$ cat config.mk
export PLATFORM = sky130hd
export DESIGN_NAME = intr_claim_ctrl
export DESIGN_NICKNAME = d
export VERILOG_FILES = /design/src/rtl/intr_claim_ctrl.sv
export SDC_FILE = /design/constraint.sdc
export NUM_CORES = 1
export LEC_CHECK = 0
export CORE_MARGIN = 1.5
export CORE_UTILIZATION = 40
export DETAILED_ROUTE_END_ITERATION = 7
export GPL_ROUTABILITY_DRIVEN = 0
export PLACE_DENSITY = 0.65
export SYNTH_ARGS = -nofsm -noshare
export SYNTH_HDL_FRONTEND = slang
export SYNTH_SLANG_ARGS = --single-unit
$ cat constraint.sdc
create_clock -name pclk -period 5.65 [get_ports pclk]
set_input_delay 1.695 -clock pclk [delete_from_list [all_inputs] [get_ports pclk]]
set_output_delay 1.695 -clock pclk [all_outputs]
set_load 0.02 [all_outputs]
$ cat src/rtl/intr_claim_ctrl.sv
// Interrupt claim controller: qualifies the winning source, raises cpu_irq,
// tracks ack/eoi handshake, clears the claimed request and flags ack timeouts.
module intr_claim_ctrl #(
    parameter int unsigned ACK_TIMEOUT = 16
) (
    input  logic       pclk,
    input  logic       preset_n,
    input  logic       intr_ev,
    input  logic [2:0] intr_id,
    input  logic [2:0] intr_prio,
    input  logic       I_flag,
    input  logic [2:0] prio_threshold,
    input  logic       cpu_ack,
    input  logic       cpu_eoi,
    output logic       cpu_irq,
    output logic [2:0] claim_id,
    output logic       claim_valid,
    output logic [7:0] irq_clr,
    output logic       err_timeout
);

    typedef enum logic [1:0] {
        IDLE,
        REQ,
        SERVICE,
        GAP
    } state_t;

    localparam logic [7:0] CNT_LAST = 8'(ACK_TIMEOUT - 1);

    state_t     state, state_nxt;
    logic [2:0] cand_id, cand_id_nxt;
    logic [2:0] cand_prio, cand_prio_nxt;
    logic [7:0] cnt, cnt_nxt;
    logic       irq_nxt;
    logic       cv_nxt;
    logic [2:0] cid_nxt;
    logic [7:0] clr_nxt;
    logic       err_nxt;
    logic       qual;
    logic       withdraw;

    assign qual     = intr_ev & I_flag & (intr_prio > prio_threshold);
    assign withdraw = ~intr_ev | ~I_flag;

    // State, candidate, counter and all outputs are registered together
    always_ff @(posedge pclk or negedge preset_n) begin
        if (!preset_n) begin
            state       <= IDLE;
            cand_id     <= 3'd0;
            cand_prio   <= 3'd0;
            cnt         <= 8'd0;
            cpu_irq     <= 1'b0;
            claim_valid <= 1'b0;
            claim_id    <= 3'd0;
            irq_clr     <= 8'h00;
            err_timeout <= 1'b0;
        end else begin
            state       <= state_nxt;
            cand_id     <= cand_id_nxt;
            cand_prio   <= cand_prio_nxt;
            cnt         <= cnt_nxt;
            cpu_irq     <= irq_nxt;
            claim_valid <= cv_nxt;
            claim_id    <= cid_nxt;
            irq_clr     <= clr_nxt;
            err_timeout <= err_nxt;
        end
    end

    // Next state and next output values; REQ resolves ack > withdraw > timeout > update
    always_comb begin
        state_nxt     = state;
        cand_id_nxt   = cand_id;
        cand_prio_nxt = cand_prio;
        cnt_nxt       = cnt;
        irq_nxt       = cpu_irq;
        cv_nxt        = claim_valid;
        cid_nxt       = claim_id;
        clr_nxt       = 8'h00;
        err_nxt       = err_timeout;
        unique case (state)
            IDLE: begin
                if (qual) begin
                    cand_id_nxt   = intr_id;
                    cand_prio_nxt = intr_prio;
                    cnt_nxt       = 8'd0;
                    irq_nxt       = 1'b1;
                    state_nxt     = REQ;
                end
            end
            REQ: begin
                cnt_nxt = cnt + 8'd1;
                if (cpu_ack) begin
                    irq_nxt   = 1'b0;
                    cv_nxt    = 1'b1;
                    cid_nxt   = cand_id;
                    clr_nxt   = 8'd1 << cand_id;
                    state_nxt = SERVICE;
                end else if (withdraw) begin
                    irq_nxt   = 1'b0;
                    state_nxt = IDLE;
                end else if (qual && cnt == CNT_LAST) begin
                    irq_nxt   = 1'b0;
                    err_nxt   = 1'b1;
                    state_nxt = IDLE;
                end else if (qual && intr_prio > cand_prio) begin
                    cand_id_nxt   = intr_id;
                    cand_prio_nxt = intr_prio;
                    cnt_nxt       = 8'd0;
                end
            end
            SERVICE: begin
                if (cpu_eoi) begin
                    cv_nxt    = 1'b0;
                    state_nxt = GAP;
                end
            end
            GAP: begin
                state_nxt = IDLE;
            end
            default: begin
                state_nxt = IDLE;
            end
        endcase
    end

endmodule
==> run_results.csv <==
group,metric,value,unit
outcome,outcome,"completed",
clock_network,ctsResizeCount,0,
layout,syn_to_final_growth,27.7,%
detailed_routing,ant_nets,0,
detailed_routing,met2_length,1.53,mm
worst_setup_path,path_buf_inv,2,
placement,hpwl,2.34,mm
layout,drive_gt1_frac,0.115,
run,drv_cap,0,
clock_network,cts_sinks,30,
floorplanning,dieHeight,64.9,um
sta,skew,0.00762,ns
detailed_routing,route.detailed.drc,0,
floorplanning,ios,29,
pwr,powerDensity,440,mW/mm^2
worst_setup_path,crit_family,"compound AO/OA/AOI/OAI gates",
layout,layout_commonest_cell,"dfrtp_1",
clock_network,numCtsBuffers,5,
grt,antenna_found_initial,0,
worst_setup_path,cp.required,5.83,ns
min_path,hold_end,"err_timeout",
clock_network,cts_root_buf,"clkbuf_8",
worst_setup_path,arrival,4.00,ns
sta,setup_viol,0,
logic_synthesis,synth_area,0.00153,mm^2
sta,max_freq,261,MHz
worst_setup_path,reg2regPathDepth,6,
logic_synthesis,synth_top_area_cell,"dfrtp_1",
detailed_routing,via_per_inst,5.18,
clock_network,clk_pin_slew,0.07,ns
floorplanning,dieArea,0.00421,mm^2
logic_synthesis,yosysSeqAreaShare,0.490,
clock_network,insertion_delay,0.29,ns
logic_synthesis,synthArstFlopShare,1.00,
logic_synthesis,synth_top_area_frac,0.490,
sta,fin_crit,3.83,ns
min_path,hold_depth,1,
detailed_routing,routed.top_layer,"met4",
grt,gr-total-overflow,0,
sta,tns,0,ns
min_path,min_path_type,"flip-flop to flip-flop",
min_path,worstHoldStart,"err_timeout",
sta,rsz0062_at_grt,"false",
floorplanning,start_util,0.418,
clock_network,h-tree-depth,2,
logic_synthesis,synth_flop_cell,"dfrtp_1",
worst_setup_path,crit_chain,"clkdlybuf4s50_1 > inv_1 > ha_1 > and3_1 > a211oi_4 > and2_4 > a21bo_1 > mux2_4",
detailed_routing,first_iter_violations,35,
pwr,vdd_drop_max,151,uV
layout,diodes,0,
sta,slew_headroom,0.692,
floorplanning,die_w,64.9,um
clock_network,cts_setup_buffers,0,
placement,dp_cells,223,
floorplanning,core-area,0.00366,mm^2
detailed_routing,wl_per_cell,13.9,um
sta,finalMaxSlewViolations,0,
detailed_routing,wirelength,3.22,mm
logic_synthesis,yosys_warnings,0,
detailed_routing,num_vias,1197,
placement,numPortBuffers,28,
floorplanning,rows,22,
logic_synthesis,synth-adder-area-share,0.0572,
layout,final_cells,231,
worst_setup_path,critical_path.max_stage_delay,0.48,ns
worst_setup_path,r2r_end,"cand_prio[0]",
worst_setup_path,worst_path_max_delay_cell,"clkdlybuf4s50_1",
clock_network,holdBufCountCts,0,
detailed_routing,met1_length,1.47,mm
logic_synthesis,synth-xor-area-share,0.00572,
worst_setup_path,r2r_start,"cnt[0]",
sta,worst_pin_slew,0.461,ns
logic_synthesis,syn_inst,149,
worst_setup_path,crit_type,"primary input to flip-flop",
logic_synthesis,synthSimpleGateAreaFrac,0.192,
logic_synthesis,ys_ff_latch,30,
clock_network,clk_path_buf_depth,2,
sta,hold_violations,0,
worst_setup_path,cp-start-kind,"primary input",
worst_setup_path,ff2ff_setup_slack,3.52,ns
sta,fin_crit_sh,0.678,
grt,grt_start_max_net_pins,31,
clock_network,tritoncts,"yes",
logic_synthesis,synthMuxAreaShare,0.0801,
pwr,cellLeakagePower,0.000892,uW
logic_synthesis,synth_cell_types,36,
logic_synthesis,syn_nets,171,
grt,grt_pass1_vias,1193,
worst_setup_path,path_max_fanout,10,
grt,grt.total_usage,0.178,
detailed_routing,route.met3.wl,148,um
worst_setup_path,critPathCaptureType,"flip-flop",
logic_synthesis,synth_top_family_by_area,"simple AND/OR/NAND/NOR gates",
layout,nets,204,
detailed_routing,dr.pass1.iters,4,
logic_synthesis,synth_compound_area_frac,0.143,
logic_synthesis,yosys-top-cells-area,"dfrtp_1, mux2_4, ha_1, nand2_1, a21oi_1",
logic_synthesis,syn_area_per_cell,10.3,um^2
logic_synthesis,synth_edf_count,0,
grt,grt_pass1_wl,5.55,mm
layout,final_cell_mix,"dfrtp_1, clkdlybuf4s50_1, nand2_1",
worst register-to-register path: stages, from the launching register on:
cell      delay [ns]
dfrtp_1         0.42
ha_1            0.25
and3_1          0.22
a211oi_1        0.26
o21ai_0         0.18
a21bo_1         0.34
mux2_4          0.34
cell families after synthesis:
family / Yosys count
adders and majority gates: 7
AOI/OAI and AO/OA: 33
buffers and inverters: 11
xor gates and xnor gates: 1
and+or+nand+nor: 58
muxes: 9
DFF: 30
synth_stat cells, types with 3 or more instances:
master,number
nor2_1,7
a21oi_1,12
nor3_1,8
dfrtp_1,30
ha_1,7
nand2_1,20
o21ai_0,8
inv_1,8
and3_1,3
nand2b_1,3
nor3b_1,4
mux2_4,6
nand3b_1,3
nand3_1,3
per-stage QoR:
stage / hold slack [ns] / worst slack, ns / utilization / area (um^2) / power, uW
final: 0.468 / 1.82 / 0.534 / 1960 / 860
after global routing: 0.482 / 1.73 / 0.534 / 1960 / 925
after CTS: 0.475 / 1.82 / 0.534 / 1960 / 865
after detailed placement: 0.456 / 1.51 / 0.508 / 1860 / 682
after global placement: 0.459 / 1.56 / 0.508 / 1860 / 669
after floorplan: 0.465 / 2.21 / - / 1530 / 573
layout make-up:
| class | count | area (um^2) |
|---|---|---|
| Inverter | 8 | 30.0 |
| Fill cell | 330 | 1710 |
| Timing Repair Buffer | 29 | 288 |
| Sequential cell | 30 | 751 |
| Clock inverter | 2 | 12.5 |
| Tap cell | 48 | 60.1 |
| Multi-Input combinational cell | 108 | 732 |
| Clock buffer | 6 | 82.6 |
sequential cells by signal, indices dropped and copies added, names as in the netlist, named ones only:
register and cells:
err_timeout 1, irq_clr 8, cpu_irq 1, state 1
cand_prio 3, claim_valid 1, cand_id 3, cnt 8
claim_id 3
power breakdown:
group / switching [uW] / internal (uW) / total (uW)
clock: 84.1 / 97.7 / 182
combinational: 139 / 158 / 297
sequential: 94.5 / 287 / 381
metal layers:
metal  vias to the layer above  global-route usage
li1                        591                   -
met2                        29               0.281
met1                       571               0.221
met4                         0              0.0957
met5                         -                   0
met3                         6              0.0486
worst max-delay path by stage:
stage / slack [ns] / start / depth (start not counted) / to
6_report: 1.82 / intr_prio[0] / 8 / cand_prio[0]
5_1_grt: 1.73 / intr_prio[0] / 8 / cand_id[2]
4_1_cts: 1.82 / intr_prio[0] / 8 / cand_prio[0]
3_5_place_dp: 1.51 / intr_prio[0] / 8 / cand_prio[0]
3_3_place_gp: 1.56 / intr_prio[0] / 8 / cand_prio[1]
2_1_floorplan: 2.21 / intr_prio[0] / 8 / cand_id[0]
No activity file was read; power rests on OpenSTA's default activity.
==> edit 1: new RTL, same flow settings <==
The 4 states of `state_t` get a Gray code encoding in 2 bits.
--- a/src/rtl/intr_claim_ctrl.sv
+++ b/src/rtl/intr_claim_ctrl.sv
@@ -20,10 +20,10 @@
 );
 
     typedef enum logic [1:0] {
-        IDLE,
-        REQ,
-        SERVICE,
-        GAP
+        IDLE    = 2'b00,
+        REQ     = 2'b01,
+        SERVICE = 2'b11,
+        GAP     = 2'b10
     } state_t;
 
     localparam logic [7:0] CNT_LAST = 8'(ACK_TIMEOUT - 1);
Behaviour: same outputs for any inputs over 10 cycles, from zero or initial values and one cycle with preset_n low; not proved beyond that.
==> edit 1 against the original RTL <==
Clock power shrank 26%; total power shrank 23%; routed wire length is 14% lower; worst setup slack got worse by 0.12 ns; cell area fell by 6.5%; synthesized area decreased by 6.4%; sequential cell count stayed put; first-iteration DRC count rose by 23%; global-route usage down 1.7 points; critical path type unchanged; largest power group unchanged.
==> edit 1: results (changes against the original RTL) <==
Synthesis
  – Distinct cell type count after synthesis: 35 (-2.8%)
  – Sequential area share after synthesis: 52.4% (+3.3 points)
  – Post-Syn Nets: 157 (-8.2%)
  – Synth cell count leaders: dfrtp_1 (30), nand2_1 (18), nor2_1 (15)
  – Top-area cell type share of the netlist area: 52.4% (+3.3 points)
  – Synth top area cells: dfrtp_1 (52%), ha_1 (6.1%), mux2_4 (5.2%)

Outcome
  – Status: finished clean

Routing
  – Met1 WL: 1290 um (-12%)
  – Drt initial violations: 43 (+23%)
  – Met3 wire len: 149 um (+0.68%)
  – Routed WL: 2760 um (-14%)
  – Metal2 WL: 1260 um (-18%)
  – Vias per cell: 4.96 (-4.3%)

CTS
  – Maximum clock insertion buffer count: 2 (unchanged)
  – CTS H-tree lvls: 2 (unchanged)
  – Root Buffer: clkbuf_4
  – Clk pin slew, worst setup/hold paths: 0.09 ns (+0.02 ns)
  – Worst-Skew Late Latency: 0.32 ns (+0.03 ns)

GRT
  – First-pass GRT wire length: 4940 um (-11%)
  – Met2 Usage GRT: 24.7% (-3.4 points)
  – Grt met1 use: 19.8% (-2.3 points)
  – Met3 Resource Use GR: 5.95% (+1.1 points)
  – Global-route usage over all layers: 16.1% (-1.7 points)
  – Vias in the first global route: 1106 (-7.3%)

Timing
  – Clock Skews: 0.00200 ns (-0.00562 ns)
  – Worst Max-Slew Pin Slew: 0.680 ns (+0.219 ns)

Power
  – Leakage: 0.835 nW (-6.4%)
  – Peak supply drop: 0.185 mV (+22%)

Cells and area
  – Final net count: 191 (-6.4%)
  – Layout cells sized above 1: 14.1% (+2.6 points)

Placed design
  – DP Wirelength: 2130 um (-9.1%)

Worst setup path
  – Top fanout value on the critical path: 11 (+1)
  – RR Endpoint: cand_prio[1]
  – Critical path destination: cand_prio[1]
  – WP data arrival: 4.17 ns (+0.17 ns)
  – Reg-to-reg slack, setup: 3.51 ns (about the same)
-- edit 1: power by group --
group          switching, mW  leakage, nW  internal (mW)
clock network         0.0749       0.0343         0.0597
logic                 0.0994        0.411          0.110
registers             0.0495        0.389          0.270
total                  0.224        0.835          0.440
-- edit 1: critical path: stages --
cell and delay, ns:
clkdlybuf4s50_1 0.48, inv_1 0.06, ha_1 0.27, and3_1 0.19, a211oi_2 0.25, and2b_2 0.25
a21boi_2 0.57, mux2_2 0.40
-- edit 1: area by class of cell --
cell class	instances	area share, %
inverter	6	1.23
timing repair buffer	29	15.7
multi-input combinational	97	35.3
clock inverter	2	0.684
tap	46	3.15
clock buffer	6	2.81
sequential	30	41.1
-- edit 1: cells by family after synthesis --
| kind of cell | synth area share, % |
|---|---|
| DFF | 52.4 |
| AOI/OAI and AO/OA | 10.6 |
| muxes | 7.59 |
| buffers and inverters | 2.62 |
| and+or+nand+nor | 18.9 |
| xor gates and xnor gates | 1.83 |
| adders and majority gates | 6.11 |
-- edit 1: worst min-delay path by stage --
stage / start / endpoint / slack (ns)
floorplan: cand_prio[1] / cand_prio[1] / 0.48
global placement: claim_id[2] / claim_id[2] / 0.47
detailed placement: err_timeout / err_timeout / 0.49
CTS: err_timeout / err_timeout / 0.52
global route: cpu_irq / cpu_irq / 0.54
finish: err_timeout / err_timeout / 0.50
-- edit 1: stage by stage --
step           cell area [um2]  setup WS [ns]  instances  utilization [%]
2_1_floorplan             1430           2.29        135                -
3_3_place_gp              1760           1.39        208             52.0
3_5_place_dp              1760           1.33        208             52.0
4_1_cts                   1830           1.69        216             53.9
5_1_grt                   1830           1.55        216             53.9
6_report                  1830           1.70        216             53.9
==> edit 2: new RTL, same settings <==
Made on the original files. The parameter `ACK_TIMEOUT` goes from 16 to 12.
--- a/src/rtl/intr_claim_ctrl.sv
+++ b/src/rtl/intr_claim_ctrl.sv
@@ -1,7 +1,7 @@
 // Interrupt claim controller: qualifies the winning source, raises cpu_irq,
 // tracks ack/eoi handshake, clears the claimed request and flags ack timeouts.
 module intr_claim_ctrl #(
-    parameter int unsigned ACK_TIMEOUT = 16
+    parameter int unsigned ACK_TIMEOUT = 12
 ) (
     input  logic       pclk,
     input  logic       preset_n,
Function: no difference found for any inputs over 10 cycles, from zero or initial values and one cycle with preset_n low; that may be too few to reach the edited logic, so the function may still have changed.
==> edit 2 against the original RTL <==
Sequential cell count did not move; die area fell by 2.0%; first-iteration DRC count rose by 26%; cell area fell by 1.1%; fmax fell by 1.8%; critical endpoint unchanged; critical path type unchanged; worst setup slack got worse by 0.070 ns; sequential share of layout area rose by 0.42 points; routed wire length fell by 7.4%; highest routed layer unchanged; synthesized area fell by 2.1%; hold slack improved by 0.0083 ns; total power fell by 7.2%.
==> edit 2: results (changes against the original RTL) <==
GRT
  – Global-route usage over all layers: 16.4% (-1.4 points)
  – Initial antenna violation count: 0 (unchanged)
  – Largest net degree at the start of global routing: 31 (unchanged)
  – First-pass GRT wire length: 5080 um (-8.5%)
  – Vias in the first global route: 1097 (-8.0%)

Synthesis
  – Sequential area share after synthesis: 50.1% (+1.1 points)
  – Async set or reset register ratio after synthesis: 100% (unchanged)
  – Syn. warnings: 0 (unchanged)
  – Distinct cell type count after synthesis: 36 (unchanged)
  – Synth Instances: 141 (-5.4%)
  – Synth top area cells: dfrtp_1 (50%), mux2_4 (6.0%), ha_1 (5.8%)
  – Post-Syn Nets: 163 (-4.7%)
  – Synth cell count leaders: dfrtp_1 (30), nand2_1 (15), nor2_1 (11)
  – Top-area cell type share of the netlist area: 50.1% (+1.1 points)

Timing
  – Fin. max-slew vios: 0 (unchanged)
  – Clock Skews: 0.00563 ns (-0.00199 ns)
  – Hold WS: 0.476 ns (+0.00829 ns)
  – Period utilization: 69.0% (+1.2 points)
  – Max-slew headroom: 63.2% (-6.0 points)

Outcome
  – Status: finished clean

Routing
  – Antenna Nets Post-Route: 0 (unchanged)
  – Wirelength per Cell: 13.3 um (-4.6%)
  – Initial DRT Pass Iterations: 4 (unchanged)
  – Vias per cell: 5.17 (-0.23%)
  – Via count: 1158 (-3.3%)
  – Drt initial violations: 44 (+26%)

Cells and area
  – Final antenna diode count: 0 (unchanged)
  – Final net count: 197 (-3.4%)
  – Layout cells sized above 1: 13.1% (+1.6 points)
  – Top flop regs: cnt (8), irq_clr (8)
  – FILL cells: 336 (+1.8%)

CTS
  – Setup Buffers After CTS: 0 (unchanged)
  – CTS buffer count: 5 (unchanged)
  – Root Buffer: clkbuf_8
  – Post-CTS sizing: 0 (unchanged)
  – Maximum clock insertion buffer count: 2 (unchanged)
  – Clk pin slew, worst setup/hold paths: 0.06 ns
  – CTS H-tree lvls: 2 (unchanged)

Worst setup path
  – CP max-delay cell: clkdlybuf4s50_1
  – WP data arrival: 4.06 ns (+0.06 ns)
  – Top delay family on crit path: compound AO/OA/AOI/OAI gates
  – CP peak stage delay: 0.49 ns
  – Top fanout value on the critical path: 6 (-4)
  – Reg-to-reg slack, setup: 3.60 ns (+0.08 ns)

Hold path
  – Min-Delay Path Class: reg -> reg

Placed design
  – Post-DP Area: 0.00184 mm2 (-1.1%)
  – DP Cell Count: 216 (-3.1%)
  – Post-Place Setup Slack: 1.45 ns (-0.0607 ns)
  – Port bufs: 28 (unchanged)
  – DP Wirelength: 2290 um (-1.9%)

Power
  – P_int: 0.515 mW (-5.0%)
  – Peak supply drop: 0.189 mV (+25%)
  – Leakage: 0.824 nW (-7.6%)
[edit 2: cell families after synthesis]
group                      share of synthesized area (%)
AOI/OAI and AO/OA                                   15.8
adders and majority gates                           5.84
buffers and inverters                               2.25
DFF                                                 50.1
muxes                                               8.18
and+or+nand+nor                                     17.9
[edit 2: power groups by stage]
stage / Clock [mW] / Sequential [mW] / Combinational (mW)
floorplan: 0 / 0.349 / 0.179
global placement: 0 / 0.352 / 0.265
detailed placement: 0 / 0.355 / 0.272
finish: 0.175 / 0.351 / 0.272
global route: 0.190 / 0.362 / 0.298
CTS: 0.182 / 0.350 / 0.274
[edit 2: path summary, 6_finish.rpt]
kind | startpoint | end | cells after the start
worst min-delay path | err_timeout | err_timeout | 1
max in group asynchronous | preset_n | cpu_irq | 2
worst min register to register | err_timeout | err_timeout | 1
worst max register to register | cnt[4] | cand_prio[0] | 5
worst max-delay path | intr_prio[0] | cand_prio[0] | 8
min in group asynchronous | preset_n | cand_prio[1] | 2
[edit 2: worst register-to-register path, cell delays in order, from the launching register on]
cell and delay (ns):
dfrtp_1 0.42, or4b_1 0.52, or3_4 0.37, o2111ai_4 0.12, a21oi_4 0.16, mux2_4 0.33
[edit 2: layout make-up]
class / count / area (um2) / share of cell area (%)
inverter: 7 / 26.3 / 1.36
timing repair buffer: 29 / 288 / 14.9
multi-input combinational: 102 / 714 / 36.9
sequential: 30 / 751 / 38.8
tap: 48 / 60.1 / 3.10
clock buffer: 6 / 82.6 / 4.27
clock inverter: 2 / 12.5 / 0.647
[edit 2: metal layers]
layer	up-vias	global-route usage (%)	wire length, um
li1	572	-	-
met1	556	20.2	1370
met2	22	25.3	1390
met3	8	5.28	145
met4	0	9.31	81
met5	-	0	0
